File: src/rtl/upload_pkg.sv
// Shared definitions for the upload feeder: FSM state encoding and default sizing.
package upload_pkg;

  localparam int unsigned UPLOAD_DEPTH        = 16;
  localparam int unsigned UPLOAD_AW           = 4;
  localparam int unsigned UPLOAD_WR_HOLD      = 4;
  localparam int unsigned UPLOAD_BUSY_TIMEOUT = 16;

  typedef enum logic [1:0] {
    S_IDLE      = 2'd0,
    S_STROBE    = 2'd1,
    S_WAIT_BUSY = 2'd2,
    S_WAIT_DONE = 2'd3
  } state_e;

  // Bits needed to count 0..n-1, never less than one.
  function automatic int unsigned cnt_width(input int unsigned n);
    return (n > 1) ? $clog2(n) : 1;
  endfunction

endpackage

File: src/rtl/upload_feeder_if.sv
// Byte upload side, transmitter side and status of the upload feeder.
interface upload_feeder_if #(
  parameter int unsigned AW = 4
);

  logic [7:0]  in_data;
  logic        in_valid;
  logic        in_ready;
  logic        flush;
  logic        tx_busy;
  logic [7:0]  data_send;
  logic        wr;
  logic        frame_done;
  logic [AW:0] fifo_count;
  logic        overflow;
  logic        timeout_err;

  modport master (
    output in_data, in_valid, flush, tx_busy,
    input  in_ready, data_send, wr, frame_done, fifo_count, overflow, timeout_err
  );

  modport slave (
    input  in_data, in_valid, flush, tx_busy,
    output in_ready, data_send, wr, frame_done, fifo_count, overflow, timeout_err
  );

endinterface

File: src/rtl/upload_fifo.sv
// DEPTH x 8 synchronous FIFO with a combinational head and a synchronous clear.
module upload_fifo #(
  parameter int unsigned DEPTH = 16,
  parameter int unsigned AW    = 4
) (
  input  logic          clock_system,
  input  logic          rstn,
  input  logic          push_i,
  input  logic          pop_i,
  input  logic          flush_i,
  input  logic [7:0]    din_i,
  output logic [7:0]    dout_o,
  output logic [AW:0]   count_o,
  output logic          full_o,
  output logic          empty_o
);

  localparam int unsigned CW = AW + 1;

  logic [7:0]    mem_q [DEPTH];
  logic [AW-1:0] wptr_q, rptr_q;
  logic [AW:0]   count_q;
  logic          do_push, do_pop;

  assign full_o  = (count_q == CW'(DEPTH));
  assign empty_o = (count_q == '0);
  assign dout_o  = mem_q[rptr_q];
  assign count_o = count_q;

  // A flush discards the write of the same cycle.
  assign do_push = push_i & ~full_o & ~flush_i;
  assign do_pop  = pop_i & ~empty_o;

  always_ff @(posedge clock_system or negedge rstn) begin
    if (!rstn) begin
      wptr_q  <= '0;
      rptr_q  <= '0;
      count_q <= '0;
    end else if (flush_i) begin
      wptr_q  <= '0;
      rptr_q  <= '0;
      count_q <= '0;
    end else begin
      if (do_push) wptr_q <= wptr_q + AW'(1);
      if (do_pop)  rptr_q <= rptr_q + AW'(1);
      unique case ({do_push, do_pop})
        2'b10:   count_q <= count_q + CW'(1);
        2'b01:   count_q <= count_q - CW'(1);
        default: count_q <= count_q;
      endcase
    end
  end

  always_ff @(posedge clock_system) begin
    if (do_push) mem_q[wptr_q] <= din_i;
  end

endmodule

File: src/rtl/upload_feeder.sv
// Drains the upload FIFO into the UART transmitter one frame at a time, holding
// data_send stable for the whole frame and watching for a transmitter that never starts.
module upload_feeder
  import upload_pkg::*;
#(
  parameter int unsigned DEPTH        = UPLOAD_DEPTH,
  parameter int unsigned AW           = UPLOAD_AW,
  parameter int unsigned WR_HOLD      = UPLOAD_WR_HOLD,
  parameter int unsigned BUSY_TIMEOUT = UPLOAD_BUSY_TIMEOUT
) (
  input  logic             clock_system,
  input  logic             rstn,
  upload_feeder_if.slave   up_io
);

  localparam int unsigned HcW = cnt_width(WR_HOLD);
  localparam int unsigned TcW = cnt_width(BUSY_TIMEOUT);

  state_e         state_q, state_d;
  logic [HcW-1:0] hcnt_q, hcnt_d;
  logic [TcW-1:0] tcnt_q, tcnt_d;
  logic [7:0]     data_q, data_d;
  logic           wr_q, wr_d;
  logic           done_q, done_d;
  logic           seen_q, seen_d;
  logic           ovf_q, ovf_d;
  logic           tout_q, tout_d;

  logic [7:0]     head;
  logic [AW:0]    count;
  logic           full, empty, pop;

  upload_fifo #(
    .DEPTH (DEPTH),
    .AW    (AW)
  ) u_fifo (
    .clock_system (clock_system),
    .rstn         (rstn),
    .push_i       (up_io.in_valid),
    .pop_i        (pop),
    .flush_i      (up_io.flush),
    .din_i        (up_io.in_data),
    .dout_o       (head),
    .count_o      (count),
    .full_o       (full),
    .empty_o      (empty)
  );

  always_comb begin
    state_d = state_q;
    hcnt_d  = hcnt_q;
    tcnt_d  = tcnt_q;
    data_d  = data_q;
    wr_d    = wr_q;
    done_d  = 1'b0;
    seen_d  = seen_q;
    tout_d  = tout_q;
    pop     = 1'b0;
    // Flush wins over a refused byte in the same cycle.
    ovf_d   = up_io.flush ? 1'b0 : (ovf_q | (up_io.in_valid & full));

    unique case (state_q)
      S_IDLE: begin
        seen_d = 1'b0;
        if (!empty) begin
          pop     = 1'b1;
          data_d  = head;
          wr_d    = 1'b1;
          hcnt_d  = '0;
          state_d = S_STROBE;
        end
      end
      S_STROBE: begin
        wr_d   = 1'b1;
        hcnt_d = hcnt_q + HcW'(1);
        if (up_io.tx_busy) seen_d = 1'b1;
        if (hcnt_q == HcW'(WR_HOLD - 1)) begin
          wr_d    = 1'b0;
          tcnt_d  = '0;
          state_d = S_WAIT_BUSY;
        end
      end
      S_WAIT_BUSY: begin
        tcnt_d = tcnt_q + TcW'(1);
        if (up_io.tx_busy) seen_d = 1'b1;
        if (seen_q | up_io.tx_busy) begin
          state_d = S_WAIT_DONE;
        end else if (tcnt_q == TcW'(BUSY_TIMEOUT - 1)) begin
          // The transmitter never took the byte; it is dropped.
          tout_d  = 1'b1;
          state_d = S_IDLE;
        end
      end
      S_WAIT_DONE: begin
        if (!up_io.tx_busy) begin
          done_d  = 1'b1;
          state_d = S_IDLE;
        end
      end
      default: state_d = S_IDLE;
    endcase
  end

  always_ff @(posedge clock_system or negedge rstn) begin
    if (!rstn) begin
      state_q <= S_IDLE;
      hcnt_q  <= '0;
      tcnt_q  <= '0;
      data_q  <= 8'h00;
      wr_q    <= 1'b0;
      done_q  <= 1'b0;
      seen_q  <= 1'b0;
      ovf_q   <= 1'b0;
      tout_q  <= 1'b0;
    end else begin
      state_q <= state_d;
      hcnt_q  <= hcnt_d;
      tcnt_q  <= tcnt_d;
      data_q  <= data_d;
      wr_q    <= wr_d;
      done_q  <= done_d;
      seen_q  <= seen_d;
      ovf_q   <= ovf_d;
      tout_q  <= tout_d;
    end
  end

  assign up_io.in_ready    = ~full;
  assign up_io.data_send   = data_q;
  assign up_io.wr          = wr_q;
  assign up_io.frame_done  = done_q;
  assign up_io.fifo_count  = count;
  assign up_io.overflow    = ovf_q;
  assign up_io.timeout_err = tout_q;

endmodule

File: src/flat_wrapper.sv
// flat-port wrapper written by rule: the top's interface ports become plain ports
module upload_feeder_flat import upload_pkg::*;
#(
  parameter int unsigned DEPTH        = UPLOAD_DEPTH,
  parameter int unsigned AW           = UPLOAD_AW,
  parameter int unsigned WR_HOLD      = UPLOAD_WR_HOLD,
  parameter int unsigned BUSY_TIMEOUT = UPLOAD_BUSY_TIMEOUT
)
  (clock_system, rstn, up_io_in_data, up_io_in_valid, up_io_flush, up_io_tx_busy, up_io_in_ready, up_io_data_send, up_io_wr, up_io_frame_done, up_io_fifo_count, up_io_overflow, up_io_timeout_err);
  upload_feeder_if #(.AW(AW)) up_io_i ();
  input  logic clock_system;
  input  logic rstn;
  input wire logic [$bits(up_io_i.in_data)-1:0] up_io_in_data;
  input wire logic [$bits(up_io_i.in_valid)-1:0] up_io_in_valid;
  input wire logic [$bits(up_io_i.flush)-1:0] up_io_flush;
  input wire logic [$bits(up_io_i.tx_busy)-1:0] up_io_tx_busy;
  output wire logic [$bits(up_io_i.in_ready)-1:0] up_io_in_ready;
  output wire logic [$bits(up_io_i.data_send)-1:0] up_io_data_send;
  output wire logic [$bits(up_io_i.wr)-1:0] up_io_wr;
  output wire logic [$bits(up_io_i.frame_done)-1:0] up_io_frame_done;
  output wire logic [$bits(up_io_i.fifo_count)-1:0] up_io_fifo_count;
  output wire logic [$bits(up_io_i.overflow)-1:0] up_io_overflow;
  output wire logic [$bits(up_io_i.timeout_err)-1:0] up_io_timeout_err;
  assign up_io_i.in_data = up_io_in_data;
  assign up_io_i.in_valid = up_io_in_valid;
  assign up_io_i.flush = up_io_flush;
  assign up_io_i.tx_busy = up_io_tx_busy;
  assign up_io_in_ready = up_io_i.in_ready;
  assign up_io_data_send = up_io_i.data_send;
  assign up_io_wr = up_io_i.wr;
  assign up_io_frame_done = up_io_i.frame_done;
  assign up_io_fifo_count = up_io_i.fifo_count;
  assign up_io_overflow = up_io_i.overflow;
  assign up_io_timeout_err = up_io_i.timeout_err;
  upload_feeder #(.DEPTH(DEPTH), .AW(AW), .WR_HOLD(WR_HOLD), .BUSY_TIMEOUT(BUSY_TIMEOUT)) u_core (.clock_system(clock_system), .rstn(rstn), .up_io(up_io_i));
endmodule
File: config.mk
export PLATFORM = sky130hd
export DESIGN_NAME = upload_feeder_flat
export DESIGN_NICKNAME = d
export VERILOG_FILES = /design/src/rtl/upload_pkg.sv /design/src/rtl/upload_feeder_if.sv /design/src/rtl/upload_fifo.sv /design/src/rtl/upload_feeder.sv /design/src/flat_wrapper.sv
export SDC_FILE = /design/constraint.sdc
export NUM_CORES = 1
export LEC_CHECK = 0
export BUFFER_PORTS_ARGS = -buffer_cell sky130_fd_sc_hd__buf_2
export CAP_MARGIN = 20
export CORE_MARGIN = 2
export CORE_UTILIZATION = 61
export CTS_BUF_LIST = sky130_fd_sc_hd__clkbuf_8
export CTS_CLUSTER_DIAMETER = 120
export DETAILED_ROUTE_END_ITERATION = 10
export GPL_ROUTABILITY_DRIVEN = 1
export PLACE_DENSITY_LB_ADDON = 0.05
export SYNTH_ARGS = -nofsm -noshare
export SYNTH_HDL_FRONTEND = slang
export SYNTH_SLANG_ARGS = --single-unit
File: constraint.sdc
create_clock -name clock_system -period 3.74 [get_ports clock_system]
set_input_delay 0.748 -clock clock_system [delete_from_list [all_inputs] [get_ports clock_system]]
set_output_delay 0.748 -clock clock_system [all_outputs]
set_load 0.005 [all_outputs]
=== Word-level counts from Yosys, hierarchy flattened ===
Memories as Yosys holds them, arrays and structs flattened. A register that Yosys moved wholly into a read port is not among the register bits.
Cells that the tools add are included.

* Register bits after elaboration: 26
* Memories kept: 1
* Logic and storage cells: 85
* Bits of input ports: 13
* Output and inout port bits: 18
* Bits in writable memories: 128

* Reductions and logical operators: 16
* Add/subtract/negate cells: 6
* Multiplexer cells: 28
* Bitwise operators: 10
* Eq/ne operators: 13

{| class="wikitable"
|+ Memory list
! name !! depth !! bits a word !! read ports !! clocked after Yosys merged registers in !! write ports !! RTL line !! source
|-
| u_core.u_fifo.mem_q || 16 || 8 || 1 || 1 || 1 || upload_fifo.sv:20 || <nowiki>logic [7:0] mem_q [DEPTH];</nowiki>
|}

{| class="wikitable"
|+ Operator list
! kind !! number
|-
| 2-to-1 mux 4 bit || 5
|-
| adder 4 x 1 -> 4 bit (second input constant) || 3
|-
| 2-to-1 mux 2 bit || 6
|-
| 2-to-1 mux 1 bit || 10
|-
| case mux 5 bit (2 select lines) || 1
|-
| nonzero test 2 bit || 5
|-
| == test 2 bit (second input constant) || 4
|-
| case mux 2 bit (4 select lines) || 1
|-
| case mux 4 bit (2 select lines) || 1
|-
| AND reduction 2 bit || 4
|-
| adder 5 x 1 -> 5 bit (second input constant) || 1
|-
| == test 5 bit (second input constant) || 1
|-
| zero test 5 bit || 1
|-
| 2-to-1 mux 5 bit || 1
|-
| subtractor 5 x 1 -> 5 bit (second input constant) || 1
|-
| AND 1 bit || 4
|-
| == test 2 x 1 -> 1 bit (second input constant) || 2
|-
| == test 4 bit (second input constant) || 1
|-
| inequality test 2 x 1 -> 1 bit (second input constant) || 2
|-
| inequality test 2 bit (second input constant) || 2
|-
| inverter 1 bit || 4
|-
| case mux 1 bit (2 select lines) || 2
|-
| case mux 2 bit (2 select lines) || 1
|-
| AND reduction 4 bit || 1
|-
| 8 further kinds || 9
|}

=== Longest topological paths before layout ===
* Depth in word-level cells: 7
* Gate-level depth with buffers: 11
* Gate-level depth less buffers: 10

=== Modules after synthesis ===
A second synthesis with hierarchy kept.

* Cell total of the unflattened synthesis: 414
* Area, all modules: 6,865.3 um^2

{| class="wikitable"
|+ By module, submodules not included
! module !! sequential area each (um^2) !! area each (um^2) !! times used !! cells an instance
|-
| upload_fifo || 4,169.0 || 5,864.4 || 1 || 326
|-
| upload_feeder || 525.5 || 1,001.0 || 1 || 88
|}

=== Worst setup path after synthesis ===
OpenSTA, ideal clock, no wires.

* Path kind: reg2reg
* Start: reg u_core.u_fifo.count_q[1], in the netlist u_core.u_fifo.count_o[1]
* End: reg u_core.u_fifo.count_q[4], in the netlist u_core.u_fifo.count_o[4]
* Clock period less this slack: 2.615 ns
* Library setup time: 0.086 ns
* Arrival time: 2.529 ns
* Stages on the path, launching flop included: 11
* Data required time: 3.654 ns
* Setup slack: 1.125 ns
* Cells stage by stage: dfrtp_1 or4_4 o21ai_4 buf_2 nor2_1 xnor2_1 ha_1 o31ai_1 nor3_1 o32a_1 nor3_1

* Cells in the longest elaborated chain, start to end: 7

{| class="wikitable"
|+ RTL lines
! item !! RTL line !! source
|-
| from (decl) || upload_fifo.sv:22 || <nowiki>logic [AW:0] count_q;</nowiki>
|-
| from (signal assigned) || upload_fifo.sv:47 || <nowiki>2'b10: count_q <= count_q + CW'(1);</nowiki>
|-
| from (signal assigned) || upload_fifo.sv:48 || <nowiki>2'b01: count_q <= count_q - CW'(1);</nowiki>
|-
| from (signal assigned) || upload_fifo.sv:49 || <nowiki>default: count_q <= count_q;</nowiki>
|-
| zero test 5 bit or == test 5 bit (tied branches) || upload_fifo.sv:26, upload_fifo.sv:25 ||
|-
| 2-to-1 mux 1 bit or inverter 1 bit (tied branches) || upload_feeder.sv:65, upload_fifo.sv:31 ||
|-
| 2-to-1 mux 1 bit or AND 1 bit (tied branches) || upload_feeder.sv:62, upload_fifo.sv:31 ||
|-
| AND 1 bit, on equally long branches || upload_fifo.sv:32, upload_fifo.sv:31 ||
|-
| == test 2 x 1 -> 1 bit or == test 2 bit (tied branches) || upload_fifo.sv:46 || <nowiki>unique case ({do_push, do_pop})</nowiki>
|-
| case mux 5 bit (2 select lines) || upload_fifo.sv:46 ||
|-
| 2-to-1 mux 5 bit || upload_fifo.sv:39 || <nowiki>end else if (flush_i) begin</nowiki>
|}

Several ways; a longest one is shown, not always the timed one.
A chain may end at the register's enable or synchronous reset.

=== Worst setup path in the final report ===
Ends and elaborated chain as after synthesis.

==> reports/metrics.json <==
{
  "detailed_routing": {
    "drc": 0,
    "antenna_violating_nets_post_route": 0,
    "detailedRoute.firstIterationViolations": 352,
    "vias": 3583,
    "drt_pass1_iterations": 5,
    "drt-wirelength-per-cell_um": 21.1,
    "drt_wl_total_um": 12400,
    "vias_per_cell": 6.07
  },
  "timing": {
    "finalHoldViolCount": 0,
    "setup-violations-final": 0,
    "finalWorstSetupSlack_ns": 0.860,
    "fmax_ghz": 0.347,
    "report.final.slew_viol_count": 0,
    "slew-limit-headroom": 0.420,
    "layout_worst_path_cycle_share": 0.770,
    "timing.clock.skew_ns": 0.0112,
    "minimum_period_implied_by_the_final_worst_setup_slack_ns": 2.88,
    "timing.setup.tns_ns": 0,
    "rsz_0062_raised_after_global_routing": "no",
    "timing_worst_slew_pin_value_ns": 0.867
  },
  "critical_path": {
    "r2r_start": "u_core.u_fifo.count_o[1]",
    "arrival_ns": 3.24,
    "critPathKind": "reg2reg",
    "critPathCaptureType": "flop",
    "start_kind": "flop",
    "required_time_at_the_endpoint_of_the_critical_path_ns": 4.10,
    "regToRegEndpoint": "u_core.u_fifo.count_o[4]",
    "reg2reg_slack_ns": 0.86,
    "timing.reg2reg.worst_path_depth": 9,
    "critical_path_peak_fanout": 16
  },
  "clock_tree": {
    "post_cts_buffers": 0,
    "cts_htree_levels": 4,
    "clockRootBuffer": "sky130_fd_sc_hd__clkbuf_8",
    "postCtsHoldBufs": 0,
    "cts_tree": "yes",
    "clk_latency_ns": 0.45,
    "cts_buffer_depth": 2,
    "clkTransAtPathRegs_ns": 0.08,
    "number_of_gates_resized_after_cts": 0,
    "clock-sinks": 162,
    "tritoncts.num_buffers": 17
  },
  "synth": {
    "synth_seq_cells": 162,
    "synth.net_count": 427,
    "synth_area_leader_cell": "sky130_fd_sc_hd__edfxtp_1",
    "mappedNetlistArea_um2": 6740,
    "netlist_instances": 400,
    "synth-main-ff-cell": "sky130_fd_sc_hd__edfxtp_1",
    "yosys_warnings": 0,
    "synthDominantCellAreaShare": 0.570,
    "syn-mean-instance-area_um2": 16.8,
    "yosysSeqAreaShare": 0.697,
    "synth_edf_count": 128,
    "synthTopCellsByArea": "sky130_fd_sc_hd__edfxtp_1 57%, sky130_fd_sc_hd__mux4_2 13%, sky130_fd_sc_hd__dfrtp_1 13%",
    "synthArstFlopShare": 0.210,
    "synthDistinctLibCells": 44
  },
  "floorplanning": {
    "std_cell_rows": 38,
    "die_w_um": 109,
    "core_um2": 10800,
    "ioPinCount": 31,
    "fp.dieArea_um2": 11900,
    "floorplan.die.height_um": 109,
    "initial_utilization": 0.624
  },
  "final_layout": {
    "nFillCells": 684,
    "area_overhead_vs_synth_pct": 11.0,
    "drive_gt1_frac": 0.240,
    "number_of_nets_in_the_final_layout": 464,
    "num_antenna_cells": 0
  },
  "global_route": {
    "antenna_found_initial": 0,
    "overflow": 0,
    "grt_pass1_wl_um": 19500,
    "vias_in_the_first_global_route": 3537,
    "grtUsageTotal": 0.232,
    "grt_max_degree": 36
  },
  "placement": {
    "place_hpwl_um": 8280,
    "io_buffers": 30,
    "place.gp.congestion": 0.765,
    "dp_worst_setup_slack_ns": 0.892
  },
  "power_and_ir_drop": {
    "worst_ir_drop_vdd_uv": 400,
    "power.static_leakage_uw": 0.00263,
    "pwr_density_cell_nw_per_um2": 644
  },
  "job": {
    "max_cap_viol_count": 0
  },
  "run_status": {
    "outcome": "completed"
  },
  "hold_path": {
    "min-delay-path-class": "in2async"
  }
}
==> critical path, cell delays in order, from the launching register on <==
cell                      delay [ns]
sky130_fd_sc_hd__dfrtp_1        0.50
sky130_fd_sc_hd__or4_4          0.61
sky130_fd_sc_hd__o21ai_4        0.38
sky130_fd_sc_hd__nor2_1         0.15
sky130_fd_sc_hd__xnor2_1        0.16
sky130_fd_sc_hd__ha_1           0.23
sky130_fd_sc_hd__o31ai_1        0.21
sky130_fd_sc_hd__nor3_1         0.09
sky130_fd_sc_hd__o32a_1         0.31
sky130_fd_sc_hd__nor3_1         0.16
==> per-layer routing <==
metal / GRT usage / vias to the layer above / routed length (um) / share of wire
met1: 0.321 / 1831 / 5630 / 0.45
li1: - / 1633 / - / -
met4: 0.0769 / 0 / 122 / 0.0098
met3: 0.0484 / 11 / 589 / 0.047
met5: 0 / - / 0 / 0
met2: 0.373 / 108 / 6090 / 0.49
==> report_power, final <==
| group | internal (uW) | switching, uW | leakage (uW) |
|---|---|---|---|
| Clock | 723 | 616 | 0.000214 |
| Sequential | 2090 | 143 | 0.00159 |
| Combinational | 589 | 663 | 0.000823 |
| Total | 3400 | 1420 | 0.00263 |
==> cell families after synthesis <==
kind of cell	count (synthesis)	share of synthesized area
adders and majority gates	14	0.0260
DFF	162	0.697
xor gates and xnor gates	8	0.0104
buffers and inverters	30	0.0182
muxes	41	0.135
AOI/OAI and AO/OA	40	0.0418
and+or+nand+nor	105	0.0719
==> stage by stage <==
stage               utilization  std cells  total power [uW]  hold slack, ns  area, um^2
floorplan                     -        400              3160           0.452        6740
global route              0.693        590              5080           0.411        7480
CTS                       0.693        590              4870           0.372        7480
global placement          0.654        558              3500           0.459        7060
finish                    0.693        590              4820           0.363        7480
detailed placement        0.654        558              3530           0.458        7060
==> synth_stat cells, types with 2 or more instances <==
| master | n |
|---|---|
| sky130_fd_sc_hd__o21ai_0 | 10 |
| sky130_fd_sc_hd__xnor2_1 | 4 |
| sky130_fd_sc_hd__a21oi_1 | 8 |
| sky130_fd_sc_hd__clkbuf_1 | 11 |
| sky130_fd_sc_hd__mux4_2 | 40 |
| sky130_fd_sc_hd__nand2_1 | 45 |
| sky130_fd_sc_hd__inv_1 | 11 |
| sky130_fd_sc_hd__ha_1 | 14 |
| sky130_fd_sc_hd__buf_1 | 2 |
| sky130_fd_sc_hd__xor2_1 | 4 |
| sky130_fd_sc_hd__buf_2 | 5 |
| sky130_fd_sc_hd__nor3_1 | 7 |
| sky130_fd_sc_hd__o31ai_1 | 3 |
| sky130_fd_sc_hd__and3_1 | 3 |
| sky130_fd_sc_hd__nand2b_1 | 4 |
| sky130_fd_sc_hd__nor2_1 | 30 |
| sky130_fd_sc_hd__nand3_1 | 4 |
| sky130_fd_sc_hd__a32o_1 | 2 |
| sky130_fd_sc_hd__nand4_1 | 3 |
| sky130_fd_sc_hd__nor3b_1 | 2 |
| sky130_fd_sc_hd__dfrtp_1 | 34 |
| sky130_fd_sc_hd__edfxtp_1 | 128 |
| sky130_fd_sc_hd__a31oi_1 | 4 |
| sky130_fd_sc_hd__and4_1 | 2 |
==> placed cells by master, fill, tap and decap left out, drive strengths merged, types with 2 or more instances in the layout <==
cell and n:
a21oi 9, a31oi 4, a32o 2, and3 3
and4 2, buf 37, bufinv 4, clkbuf 17
clkinv 6, dfrtp 34, edfxtp 128, ha 14
inv 16, mux4 40, nand2 45, nand2b 4
nand3 4, nand4 3, nor2 30, nor3 7
nor3b 2, nor4 2, o21ai 11, o31ai 3
xnor2 4, xor2 4
==> state kept, by name, summed over array words and instances (netlist names) <==
name and flops:
u_core.u_fifo.wptr_q 4, u_core.up_io.timeout_err 1, u_core.u_fifo.rptr_q 4, u_core.tcnt_q 4
u_core.up_io.wr 1, u_core.hcnt_q 2, u_core.state_q 2, u_core.up_io.overflow 1
u_core.u_fifo.count_o 5, u_core.up_io.frame_done 1, u_core.seen_q 1, u_core.u_fifo.mem_q 128
u_core.up_io.data_send 8
==> how the worst max path moves through the flow <==
stage	cells after the start	startpoint	slack, ns	end
floorplan	10	u_core.u_fifo.count_o[1]	1.13	u_core.u_fifo.count_o[4]
global placement	10	up_io_flush	0.96	u_core.u_fifo.count_o[4]
detailed placement	10	up_io_flush	0.89	u_core.u_fifo.count_o[4]
CTS	9	u_core.u_fifo.count_o[1]	0.87	u_core.u_fifo.count_o[4]
global route	9	u_core.u_fifo.count_o[1]	0.69	u_core.u_fifo.count_o[4]
finish	9	u_core.u_fifo.count_o[1]	0.86	u_core.u_fifo.count_o[4]
==> final cells by class <==
| class | instances | area, um^2 | area share |
|---|---|---|---|
| inverters | 11 | 41.3 | 0.00552 |
| well taps | 140 | 175 | 0.0234 |
| clock buffers | 17 | 234 | 0.0313 |
| flip-flops and latches | 162 | 4700 | 0.628 |
| clock inverters | 15 | 186 | 0.0249 |
| multi-input cells | 208 | 1920 | 0.257 |
| repair buffers | 37 | 228 | 0.0304 |
(Power assumes the default switching activity.)
